$ cat config.mk
export PLATFORM = sky130hd
export DESIGN_NAME = phase_accumulator
export DESIGN_NICKNAME = d
export VERILOG_FILES = /design/src/rtl/phase_accumulator.sv
export SDC_FILE = /design/constraint.sdc
export NUM_CORES = 1
export LEC_CHECK = 0
export CORE_MARGIN = 2
export CORE_UTILIZATION = 45
export DETAILED_ROUTE_END_ITERATION = 10
export GPL_TIMING_DRIVEN = 0
export PLACE_DENSITY = 0.65
export SLEW_MARGIN = 40
export SYNTH_ARGS = -nofsm -noshare
export SYNTH_HDL_FRONTEND = slang
export SYNTH_SLANG_ARGS = --single-unit
export TNS_END_PERCENT = 50
$ cat constraint.sdc
create_clock -name clk -period 22.8 [get_ports clk]
set_input_delay 2.28 -clock clk [delete_from_list [all_inputs] [get_ports clk]]
set_output_delay 2.28 -clock clk [all_outputs]
set_load 0.1 [all_outputs]
$ cat src/rtl/phase_accumulator.sv
// Audio-rate phase accumulator with a one-deep frequency input buffer and
// optional portamento that slews the increment toward a new target.
module phase_accumulator #(
    parameter int WIDTH       = 19,
    parameter int GLIDE_SHIFT = 4
) (
    input  logic             clk,
    input  logic             reset,
    input  logic             sample_tick,
    input  logic [WIDTH-1:0] freq_word,
    input  logic             freq_valid,
    output logic             freq_ready,
    input  logic             glide_en,
    input  logic             gate,
    output logic [WIDTH-1:0] phase,
    output logic             wrap,
    output logic             phase_valid,
    output logic             busy
);

    typedef enum logic [1:0] {
        IDLE  = 2'd0,
        RUN   = 2'd1,
        GLIDE = 2'd2
    } state_t;

    state_t           state_r;
    state_t           state_s;
    logic [WIDTH-1:0] inc_r;
    logic [WIDTH-1:0] inc_s;
    logic [WIDTH-1:0] target_r;
    logic [WIDTH-1:0] target_s;
    logic [WIDTH-1:0] pending_r;
    logic [WIDTH-1:0] pending_s;
    logic             pending_full_r;
    logic             pending_full_s;
    logic [WIDTH-1:0] phase_s;
    logic             wrap_s;
    logic             phase_valid_s;
    logic             busy_s;
    logic [WIDTH:0]   sum_s;
    logic [WIDTH-1:0] stepped_s;
    logic             accept_s;

    // One glide step from cur toward tgt; lands exactly on tgt once within one step.
    function automatic logic [WIDTH-1:0] glide_step(input logic [WIDTH-1:0] cur,
                                                    input logic [WIDTH-1:0] tgt);
        logic [WIDTH:0] diff;
        logic [WIDTH:0] mag;
        logic [WIDTH:0] step;
        diff = {1'b0, tgt} - {1'b0, cur};
        if (diff[WIDTH]) begin
            mag = -diff;
        end else begin
            mag = diff;
        end
        step = mag >> GLIDE_SHIFT;
        if (step == '0) begin
            step = {{WIDTH{1'b0}}, 1'b1};
        end else begin
            step = step;
        end
        if (mag <= step) begin
            glide_step = tgt;
        end else if (diff[WIDTH]) begin
            glide_step = cur - step[WIDTH-1:0];
        end else begin
            glide_step = cur + step[WIDTH-1:0];
        end
    endfunction

    assign freq_ready = !pending_full_r && !reset;
    assign accept_s   = freq_valid && freq_ready;
    assign sum_s      = {1'b0, phase} + {1'b0, inc_r};
    assign stepped_s  = glide_step(inc_r, target_r);

    // Next-state, buffer and tick-action logic; everything right of '=' is pre-tick.
    always_comb begin
        state_s        = state_r;
        inc_s          = inc_r;
        target_s       = target_r;
        pending_s      = pending_r;
        pending_full_s = pending_full_r;
        phase_s        = phase;
        wrap_s         = 1'b0;
        phase_valid_s  = 1'b0;

        if (accept_s) begin
            pending_s      = freq_word;
            pending_full_s = 1'b1;
        end else if (sample_tick && pending_full_r) begin
            pending_full_s = 1'b0;
        end else begin
            pending_full_s = pending_full_r;
        end

        if (sample_tick) begin
            phase_valid_s = 1'b1;
            if (pending_full_r) begin
                target_s = pending_r;
            end else begin
                target_s = target_r;
            end
            case (state_r)
                IDLE: begin
                    // No glide from silence: a new word takes effect immediately.
                    phase_s = '0;
                    if (pending_full_r) begin
                        inc_s = pending_r;
                    end else begin
                        inc_s = inc_r;
                    end
                    state_s = gate ? RUN : IDLE;
                end
                RUN, GLIDE: begin
                    if (!gate) begin
                        phase_s = '0;
                        state_s = IDLE;
                    end else begin
                        {wrap_s, phase_s} = sum_s;
                        if (pending_full_r && !glide_en) begin
                            inc_s   = pending_r;
                            state_s = RUN;
                        end else if (pending_full_r) begin
                            // An in-flight glide still steps toward the old target this tick.
                            inc_s   = (state_r == GLIDE) ? stepped_s : inc_r;
                            state_s = (pending_r != inc_s) ? GLIDE : RUN;
                        end else if (state_r == GLIDE) begin
                            inc_s   = glide_en ? stepped_s : target_r;
                            state_s = (inc_s == target_r) ? RUN : GLIDE;
                        end else begin
                            state_s = RUN;
                        end
                    end
                end
                default: begin
                    phase_s = '0;
                    state_s = IDLE;
                end
            endcase
        end else begin
            state_s = state_r;
        end

        busy_s = (state_s == GLIDE);
    end

    // State, datapath and output registers with synchronous reset.
    always_ff @(posedge clk) begin
        if (reset) begin
            state_r        <= IDLE;
            inc_r          <= '0;
            target_r       <= '0;
            pending_r      <= '0;
            pending_full_r <= 1'b0;
            phase          <= '0;
            wrap           <= 1'b0;
            phase_valid    <= 1'b0;
            busy           <= 1'b0;
        end else begin
            state_r        <= state_s;
            inc_r          <= inc_s;
            target_r       <= target_s;
            pending_r      <= pending_s;
            pending_full_r <= pending_full_s;
            phase          <= phase_s;
            wrap           <= wrap_s;
            phase_valid    <= phase_valid_s;
            busy           <= busy_s;
        end
    end

endmodule

# ---- Word level (Yosys, flattened, before mapping)
# Index checks and enable logic that the tools add are counted.
dict set report totals {
  wordCells 67
  inputBits 25
  mem_count 0
  rom_bits 0
  regBits 82
  ram_bits 0
  latch_bits 0
  out_inout_bits 23
}
dict set report classes {
  reduce_logical 15
  bitwise 3
  mul 0
  n_eq_ne 8
  shifts 0
  n_lt_le_gt_ge 1
  addsub 5
  mux 26
  div_mod_pow 0
}
# cell n
set op_table {}
lappend op_table {{2-to-1 mux 19 bit} 11}
lappend op_table {{case mux 19 bit (2 select lines)} 1}
lappend op_table {{adder 19 x 19 -> 20 bit} 1}
lappend op_table {{<= comparator 20 bit} 1}
lappend op_table {{zero test 20 bit} 1}
lappend op_table {{2-to-1 mux 20 bit} 1}
lappend op_table {{negator 20 bit} 1}
lappend op_table {{subtractor 19 x 19 -> 20 bit} 1}
lappend op_table {{adder 19 bit} 1}
lappend op_table {{== test 19 bit} 1}
lappend op_table {{inequality test 19 bit} 1}
lappend op_table {{subtractor 19 bit} 1}
lappend op_table {{2-to-1 mux 16 bit} 1}
lappend op_table {{2-to-1 mux 2 bit} 7}
lappend op_table {{AND reduction 5 bit} 1}
lappend op_table {{== test 2 bit, second input constant} 2}
lappend op_table {{logical AND 1 bit} 4}
lappend op_table {{2-to-1 mux 1 bit} 4}
lappend op_table {{inequality test 2 bit, second input constant} 2}
lappend op_table {{inequality test 4 bit, second input constant} 1}
lappend op_table {{case mux 2 bit (2 select lines)} 1}
lappend op_table {{nonzero test 2 bit} 2}
lappend op_table {{OR reduction 4 bit} 1}
lappend op_table {{zero test 1 bit} 3}
lappend op_table {{5 further kinds} 7}

# ---- Depth between registers and ports, before layout
# Gate-level depths: netlist of run 1.
dict set report depth {
  depth_word 18
  depth_mapped 36
  mapped_depth_nobuf 35
}

# ---- Least setup slack after synthesis of run 1
# Ideal clock, no wire load.
dict set report synth_timing {
  path_kind {flip-flop to flip-flop}
  from {register inc_r[1]}
  to {register busy}
  setup_slack_ns 15.094
  setup_ns 0.103
  path_stages_with_launch 34
  arrival_time_ns 7.603
  cell_sequence {dfxtp_1 -> inv_1 -> fa_1 -> a21o_1 -> a221oi_2 -> mux2i_1 -> nand3_1 -> nor4_1 -> and2_1 -> o41ai_2 -> mux2_4 -> and2_1 -> buf_2 -> a31oi_1 -> ha_1 -> nand2_1 -> o31ai_1 -> xnor2_1 -> ha_1 -> a21o_1 -> a21o_1 -> or4_1 -> o211ai_1 -> a211o_1 -> o21bai_1 -> a21oi_1 -> xnor2_1 -> xor2_1 -> and3_1 -> o21ai_0 -> a41oi_1 -> a211oi_1 -> o21ai_1 -> a2111oi_2}
}
dict set report synth_between {
  elab_chain_len 18
  word_cells_on_any_way 23
}
# element line_no
set synth_rtl {}
lappend synth_rtl {{start, declared} 29} ;# logic [WIDTH-1:0] inc_r;
lappend synth_rtl {{start signal, assigned} 162} ;# inc_r <= inc_s;
lappend synth_rtl {{subtractor 19 x 19 -> 20 bit} 51} ;# diff = {1'b0, tgt} - {1'b0, cur};
lappend synth_rtl {{negator 20 bit} 53} ;# mag = -diff;
lappend synth_rtl {{2-to-1 mux 20 bit} 52} ;# if (diff[WIDTH]) begin
lappend synth_rtl {{zero test 20 bit} 58} ;# if (step == '0) begin
lappend synth_rtl {{2-to-1 mux 16 bit} 58}
lappend synth_rtl {{adder 19 bit or subtractor 19 bit (tied branches)} {68, 66}}
lappend synth_rtl {{2-to-1 mux 19 bit} 65} ;# end else if (diff[WIDTH]) begin
lappend synth_rtl {{2-to-1 mux 19 bit} 63} ;# if (mag <= step) begin
lappend synth_rtl {{[... 2 more ...]} n/a}
lappend synth_rtl {{2-to-1 mux 2 bit} 130} ;# state_s = (inc_s == target_r) ? RUN : GLIDE;
lappend synth_rtl {{2-to-1 mux 2 bit} 128} ;# end else if (state_r == GLIDE) begin
lappend synth_rtl {{2-to-1 mux 2 bit (*)} 124} ;# end else if (pending_full_r) begin
lappend synth_rtl {{2-to-1 mux 2 bit (*)} 121} ;# if (pending_full_r && !glide_en) begin
lappend synth_rtl {{2-to-1 mux 2 bit (*)} 116} ;# if (!gate) begin
lappend synth_rtl {{case mux 2 bit (2 select lines) (*)} 104} ;# case (state_r)
lappend synth_rtl {{2-to-1 mux 2 bit (*)} 97} ;# if (sample_tick) begin
lappend synth_rtl {{== test 2 bit (*)} 145} ;# busy_s = (state_s == GLIDE);
lappend synth_rtl {{end signal, assigned} 169} ;# busy <= busy_s;
lappend synth_rtl {{end, declared} 18} ;# output logic busy
# Every way passes the cells marked *; elsewhere a longest branch is shown, timed or not.
# A chain may end at the register's enable or synchronous reset.

# ---- Worst setup path in the final report of run 1
# Ends and elaborated chain as after synthesis.

==> flow_summary.json, run 1 <==
{
  "outcome": "complete, no violations",
  "antenna_found_initial": 0,
  "track_usage": 0.2796,
  "yosys_warnings": 0,
  "first_pass_iters": 5,
  "pwr_density_cell_mw_per_mm2": 117.5,
  "nFillCells": 2047,
  "final_common_cell": "nand2_1",
  "synthFlopType": "dfxtp_1",
  "syn_to_final_growth_pct": 10.68,
  "clock_sinks": 82,
  "synthTopCellsByArea": "dfxtp_1 18%, ha_1 11%, xnor2_1 7.0%",
  "vias_per_cell": 6.081,
  "die_w_um": 146.6,
  "start_util": 0.4551,
  "clk-insertion-delay-late_ns": 0.35,
  "synth.largest_area_cell": "dfxtp_1",
  "yosysTopAreaCellShare": 0.1794,
  "crit_slowest_cell": "nor4_1",
  "die_h_um": 146.6,
  "hpwl_um": 24710,
  "n_antenna_cell": 0,
  "max_freq_ghz": 0.1042,
  "synthArstFlopShare": 0,
  "nets": 1391,
  "placed_area_mm2": 0.009833,
  "place_congestion": 0.9789,
  "cp.required_ns": 23.03,
  "rows": 52,
  "cts_made_buffers": 9,
  "arrival_ns": 9.82,
  "period_minus_slack_ns": 9.594,
  "drv_slew": 0,
  "path_clk_slew_ns": 0.07,
  "cp-end-kind": "flop",
  "vdd.ir_drop.worst_mv": 0.05540,
  "critical_path_class": "flop to flop",
  "max_stage_delay_ns": 0.62,
  "finalNonFillerCells": 1560,
  "synth_seq_cells": 82,
  "worst_clock_skew_ns": 0.009348,
  "hold_violations": 0,
  "grt_pass1_vias": 8473,
  "ant_nets": 0,
  "placedCellCount": 1544,
  "multiInputGateArea_mm2": 0.006943,
  "crit_top_cell": "a21o_1",
  "drt_iter0_markers": 1001,
  "p_leak_nw": 4.205,
  "post_cts.repair.setup_buffers": 0,
  "syn-cell-area_mm2": 0.009149,
  "cts_max_level": 3,
  "wl_um": 30790,
  "cap_violations": 0,
  "cts_root_buf": "clkbuf_16",
  "path_max_fanout": 8,
  "final.setup.tns_ns": 0,
  "clock_path_buffers": 2,
  "holdBufCountCts": 0,
  "core_mm2": 0.02010,
  "num_vias": 9486,
  "grt_first_pass_wirelength_um": 47470,
  "fin_util": 0.5037,
  "tightest_slew_ns": 0.7984,
  "slew_headroom": 0.4658,
  "synth_edf_count": 0,
  "synth.distinct_cells": 88,
  "yosysSeqAreaShare": 0.1794,
  "port_buffers": 46,
  "rsz0062_at_grt": "no",
  "pin_count": 48,
  "grt.overflow.total": 0,
  "cp-start-kind": "flop",
  "drive_gt1_frac": 0.06124,
  "final_area_mm2": 0.01013,
  "ctsResizeCount": 0,
  "hold_path_class": "flop to flop",
  "drc_errors": 0,
  "syn_inst": 1228,
  "synth_nets": 1334,
  "post-route-period-util": 0.4208,
  "die_area_mm2": 0.02149,
  "grt_max_degree": 17,
  "holdWs_ns": 0.4845,
  "syn_area_per_cell_um2": 7.450,
  "mostFrequentLayoutCells": "125 x nand2_1, 117 x nor2_1, 92 x a21oi_1",
  "wl_per_cell_um": 19.74,
  "setup_viol": 0,
  "layout.area.seq_mm2": 0.001642,
  "cts_tree": "done"
}
==> report_power, final <==
part           switching (mW)  internal, mW  total (mW)
Combinational           0.532         0.356       0.889
Clock                  0.0690        0.0761       0.145
Sequential            0.00778         0.148       0.156
==> per-stage QoR <==
step | power, mW | setup slack (ns)
2_1_floorplan | 0.8273 | 15.09
3_5_place_dp | 1.026 | 13.36
3_3_place_gp | 1.017 | 13.38
4_1_cts | 1.174 | 13.29
5_1_grt | 1.278 | 12.67
6_report | 1.189 | 13.21
==> state kept, by name, indices dropped and copies added, names as in the netlist <==
| register | cells |
|---|---|
| inc_r | 19 |
| pending_r | 19 |
| phase | 19 |
| target_r | 19 |
| state_r | 2 |
| busy | 1 |
| pending_full_r | 1 |
| phase_valid | 1 |
| wrap | 1 |
==> path summary, 6_finish.rpt <==
| kind | start | slack [ns] | cells after the start | to |
|---|---|---|---|---|
| setup / recovery | inc_r[1]$_SDFFE_PP0P_ | 13.21 | 33 | busy$_SDFF_PP0_ |
| hold / removal | phase[18]$_SDFFE_PP0P_ | 0.48 | 2 | phase[18]$_SDFFE_PP0P_ |
| setup reg to reg | inc_r[1]$_SDFFE_PP0P_ | 13.21 | 33 | busy$_SDFF_PP0_ |
| hold reg to reg | phase[18]$_SDFFE_PP0P_ | 0.48 | 2 | phase[18]$_SDFFE_PP0P_ |
==> cell families after synthesis <==
logic type,Yosys count,synth area share
compound gates,378,0.2830
fa+ha+maj,81,0.1132
flops,82,0.1794
mux,35,0.03952
simple gates,385,0.2013
xor+xnor,123,0.1208
buf+inv,144,0.06277
==> critical path: cells and delay by family, from the launching register on <==
family | cells | cell delay (ns)
AO/OA/AOI/OAI | 16 | 3.92
XOR/XNOR | 3 | 0.63
adder cells (fa/ha/maj) | 3 | 1.16
buffers and inverters | 2 | 0.41
flip-flops | 1 | 0.52
multiplexers | 2 | 0.71
AND/OR/NAND/NOR | 7 | 2.10
==> layout make-up <==
cell class                 instances  share of cell area
multi-input combinational       1002              0.6857
buffer                            70             0.02928
inverter                          74             0.02743
timing repair buffer              46             0.03410
clock buffer                       9             0.02224
clock inverter                     7            0.005807
tap                              270             0.03336
sequential                        82              0.1621
==> cell usage after synthesis (all sizes together), types with 9 or more instances <==
| master | n |
|---|---|
| o22ai | 9 |
| nand2 | 125 |
| buf | 21 |
| nor2b | 13 |
| o31ai | 17 |
| nand2b | 17 |
| a211o | 9 |
| nand3 | 12 |
| o21a | 13 |
| a21o | 23 |
| a21oi | 92 |
| and2 | 17 |
| o21bai | 15 |
| nor3 | 22 |
| mux2i | 29 |
| ha | 78 |
| o21ai | 63 |
| nor4 | 11 |
| inv | 73 |
| clkbuf | 49 |
| dfxtp | 82 |
| nand4 | 11 |
| a22oi | 15 |
| a31oi | 11 |
| xnor2 | 73 |
| nor2 | 117 |
| xor2 | 48 |
| a211oi | 46 |
| or3 | 9 |
==> metal layers <==
| layer | up-vias | share of wire | routed length, um | track usage |
|---|---|---|---|---|
| li1 | 4555 | - | - | - |
| met1 | 4465 | 0.47 | 14550 | 0.4164 |
| met2 | 399 | 0.42 | 13010 | 0.4162 |
| met3 | 67 | 0.080 | 2449 | 0.04594 |
| met4 | 0 | 0.025 | 782 | 0.07282 |
| met5 | - | 0 | 0 | 0 |
Power figures use the tool's default switching activity.
==> run 2: changes to the inputs <==
- PLACE_DENSITY: 0.65 -> 0.67
- clock period: 22.8 -> 8.7 ns (I/O delays scaled with it)
==> run 2 against run 1 <==
Final area increased by 5.4%. Die area unchanged. Clock-buffer cell count unchanged. Utilization increased by 2.7 points. Wire length increased by 3.0%. Combinational power increased to 2.9 times the previous value. Sequential power increased to 2.6 times the previous value. Cell count increased by 1.2%. Critical path depth increased by 1.
==> flow_summary.json, run 2 (synthesized netlist as in run 1, its figures left out) <==
{
  "vias_per_cell": 6.078,
  "worstSetupPathDepth": 34,
  "mostFrequentLayoutCells": "125 x nand2_1, 114 x nor2_1, 89 x a21oi_1",
  "first_pass_iters": 5,
  "die_w_um": 146.6,
  "crit_path_start": "inc_r[1]$_SDFFE_PP0P_",
  "antenna_found_initial": 0,
  "clock_path_buffers": 2,
  "netSwitchingFraction": 0.5128,
  "hold_violations": 0,
  "start_util": 0.4551,
  "crit_path_end": "busy$_SDFF_PP0_",
  "power_mw": 3.338,
  "critical_path_class": "flop to flop",
  "grt_first_pass_wirelength_um": 48840,
  "period_minus_slack_ns": 8.495,
  "port_buffers": 46,
  "crit_top_cell": "a21o_1",
  "rr_startpoint": "inc_r[1]$_SDFFE_PP0P_",
  "combinationalPowerShare": 0.766,
  "rows": 52,
  "die_h_um": 146.6,
  "clk-insertion-delay-late_ns": 0.35,
  "cts_max_level": 3,
  "multiInputGateArea_mm2": 0.007346,
  "hold_path_class": "flop to flop",
  "worst_clock_skew_ns": 0.007082,
  "layout.area.seq_mm2": 0.001650,
  "vdd.ir_drop.worst_mv": 0.1232,
  "drt_iter0_markers": 955,
  "tightest_slew_ns": 0.8225,
  "pwr_density_cell_mw_per_mm2": 312.7,
  "cp-end-kind": "flop",
  "drc_errors": 0,
  "cp.required_ns": 8.94,
  "core_mm2": 0.02010,
  "clock_sinks": 82,
  "cts_root_buf": "clkbuf_16",
  "final_common_cell": "nand2_1",
  "cpLargestDelayFamily": "compound AO/OA/AOI/OAI gates",
  "pin_count": 48,
  "fin_util": 0.5309,
  "grt_max_degree": 16,
  "die_area_mm2": 0.02149,
  "holdBufCountCts": 0,
  "wl_um": 31730,
  "track_usage": 0.2882,
  "power.share.sequential": 0.122,
  "path_clk_slew_ns": 0.07,
  "cts_made_buffers": 9,
  "ant_nets": 0,
  "final.setup.tns_ns": 0,
  "drv_slew": 0,
  "cap_violations": 0,
  "grt_pass1_vias": 8683,
  "cts_tree": "done",
  "n_antenna_cell": 0,
  "outcome": "complete, no violations",
  "max_freq_ghz": 0.1177,
  "reg2reg_to": "busy$_SDFF_PP0_",
  "arrival_ns": 8.73,
  "r2r_cells": 34,
  "grt.overflow.total": 0,
  "path_max_fanout": 8,
  "p_leak_nw": 4.385,
  "wl_per_cell_um": 20.11,
  "hpwl_um": 24580,
  "nFillCells": 1981,
  "worst-r2r-setup-slack_ns": 0.21,
  "max_stage_delay_ns": 0.56,
  "power_switching_mw": 1.712,
  "nets": 1409,
  "syn_to_final_growth_pct": 16.67,
  "drive_gt1_frac": 0.1200,
  "clkPwrFrac": 0.111,
  "critPathBufInv": 3,
  "setup_viol": 0,
  "place_congestion": 0.9713,
  "crit_slowest_cell": "or4_4",
  "cp-start-kind": "flop",
  "post-route-period-util": 0.9764,
  "internal_power_mw": 1.626,
  "slew_headroom": 0.4496,
  "num_vias": 9591
}
-- run 2: cell types whose count changed in the layout (fill, tap and decap cells not counted), moves of 7 or more --
cell,change
xor2_1,-8
xor2_2,+7
dfxtp_2,+7
dfxtp_1,-7
buf_4,+18
-- run 2: repair_timing --
| item | in CTS | in global routing |
|---|---|---|
| resized for setup | 26 | 61 |
| pin swaps | 2 | 23 |
| endpoints found under the setup margin | 3 | 3 |
| cloned | 0 | 0 |
| setup buffers | 4 | 14 |
-- run 2: per-stage QoR --
| step | worst slack, ns | cells | cell area, um^2 | hold slack, ns |
|---|---|---|---|---|
| after CTS | 0.02625 | 1564 | 10270 | 0.4899 |
| after floorplan | 0.9936 | 1228 | 9149 | 0.4574 |
| after global placement | -0.5947 | 1544 | 9947 | 0.4787 |
| final | 0.2054 | 1578 | 10670 | 0.4866 |
| after global routing | -0.1630 | 1578 | 10670 | 0.5224 |
| after detailed placement | -0.7243 | 1544 | 9833 | 0.4800 |
-- run 2: routing by layer --
| metal | routed length, um | track usage | up-vias | part of all wire |
|---|---|---|---|---|
| met2 | 13630 | 0.4347 | 419 | 0.43 |
| met3 | 2806 | 0.05000 | 73 | 0.088 |
| met4 | 950 | 0.07718 | 0 | 0.030 |
| met5 | 0 | 0 | - | 0 |
| met1 | 14340 | 0.4221 | 4512 | 0.45 |
| li1 | - | - | 4587 | - |
-- run 2: area by class of cell --
class / instances / share of cell area
clock inverters: 7 / 0.004923
inverters: 74 / 0.02602
clock buffers: 9 / 0.02110
multi-input cells: 1002 / 0.6882
well taps: 270 / 0.03165
repair buffers: 64 / 0.04501
flip-flops and latches: 82 / 0.1546
plain buffers: 70 / 0.02848
-- run 2: power groups by stage --
stage                     combinational, mW  sequential, mW  clock, mW
after detailed placement               2.29           0.416          0
final                                  2.56           0.409      0.371
after global placement                 2.26           0.416          0
after floorplan                        1.76           0.409          0
after CTS                              2.34           0.407      0.376
after global routing                   2.78           0.409      0.394
-- run 2: worst reg2reg max path: cells and delay by family, from the launching register on --
family                   cells  cell delay [ns]
XOR/XNOR                     3             0.62
buffers and inverters        3             0.53
adder cells (fa/ha/maj)      3             0.88
AO/OA/AOI/OAI               17             3.67
AND/OR/NAND/NOR              8             2.23
flip-flops                   1             0.44
-- run 2: how the worst min path moves through the flow --
stage,startpoint,to,cells past startpoint
after floorplan,pending_r[8]$_SDFFE_PP0P_,target_r[8]$_SDFFE_PP0P_,2
after global placement,phase[15]$_SDFFE_PP0P_,phase[15]$_SDFFE_PP0P_,2
after detailed placement,phase[16]$_SDFFE_PP0P_,phase[16]$_SDFFE_PP0P_,2
after CTS,phase[16]$_SDFFE_PP0P_,phase[16]$_SDFFE_PP0P_,2
after global routing,phase[15]$_SDFFE_PP0P_,phase[15]$_SDFFE_PP0P_,2
final,phase[16]$_SDFFE_PP0P_,phase[16]$_SDFFE_PP0P_,2
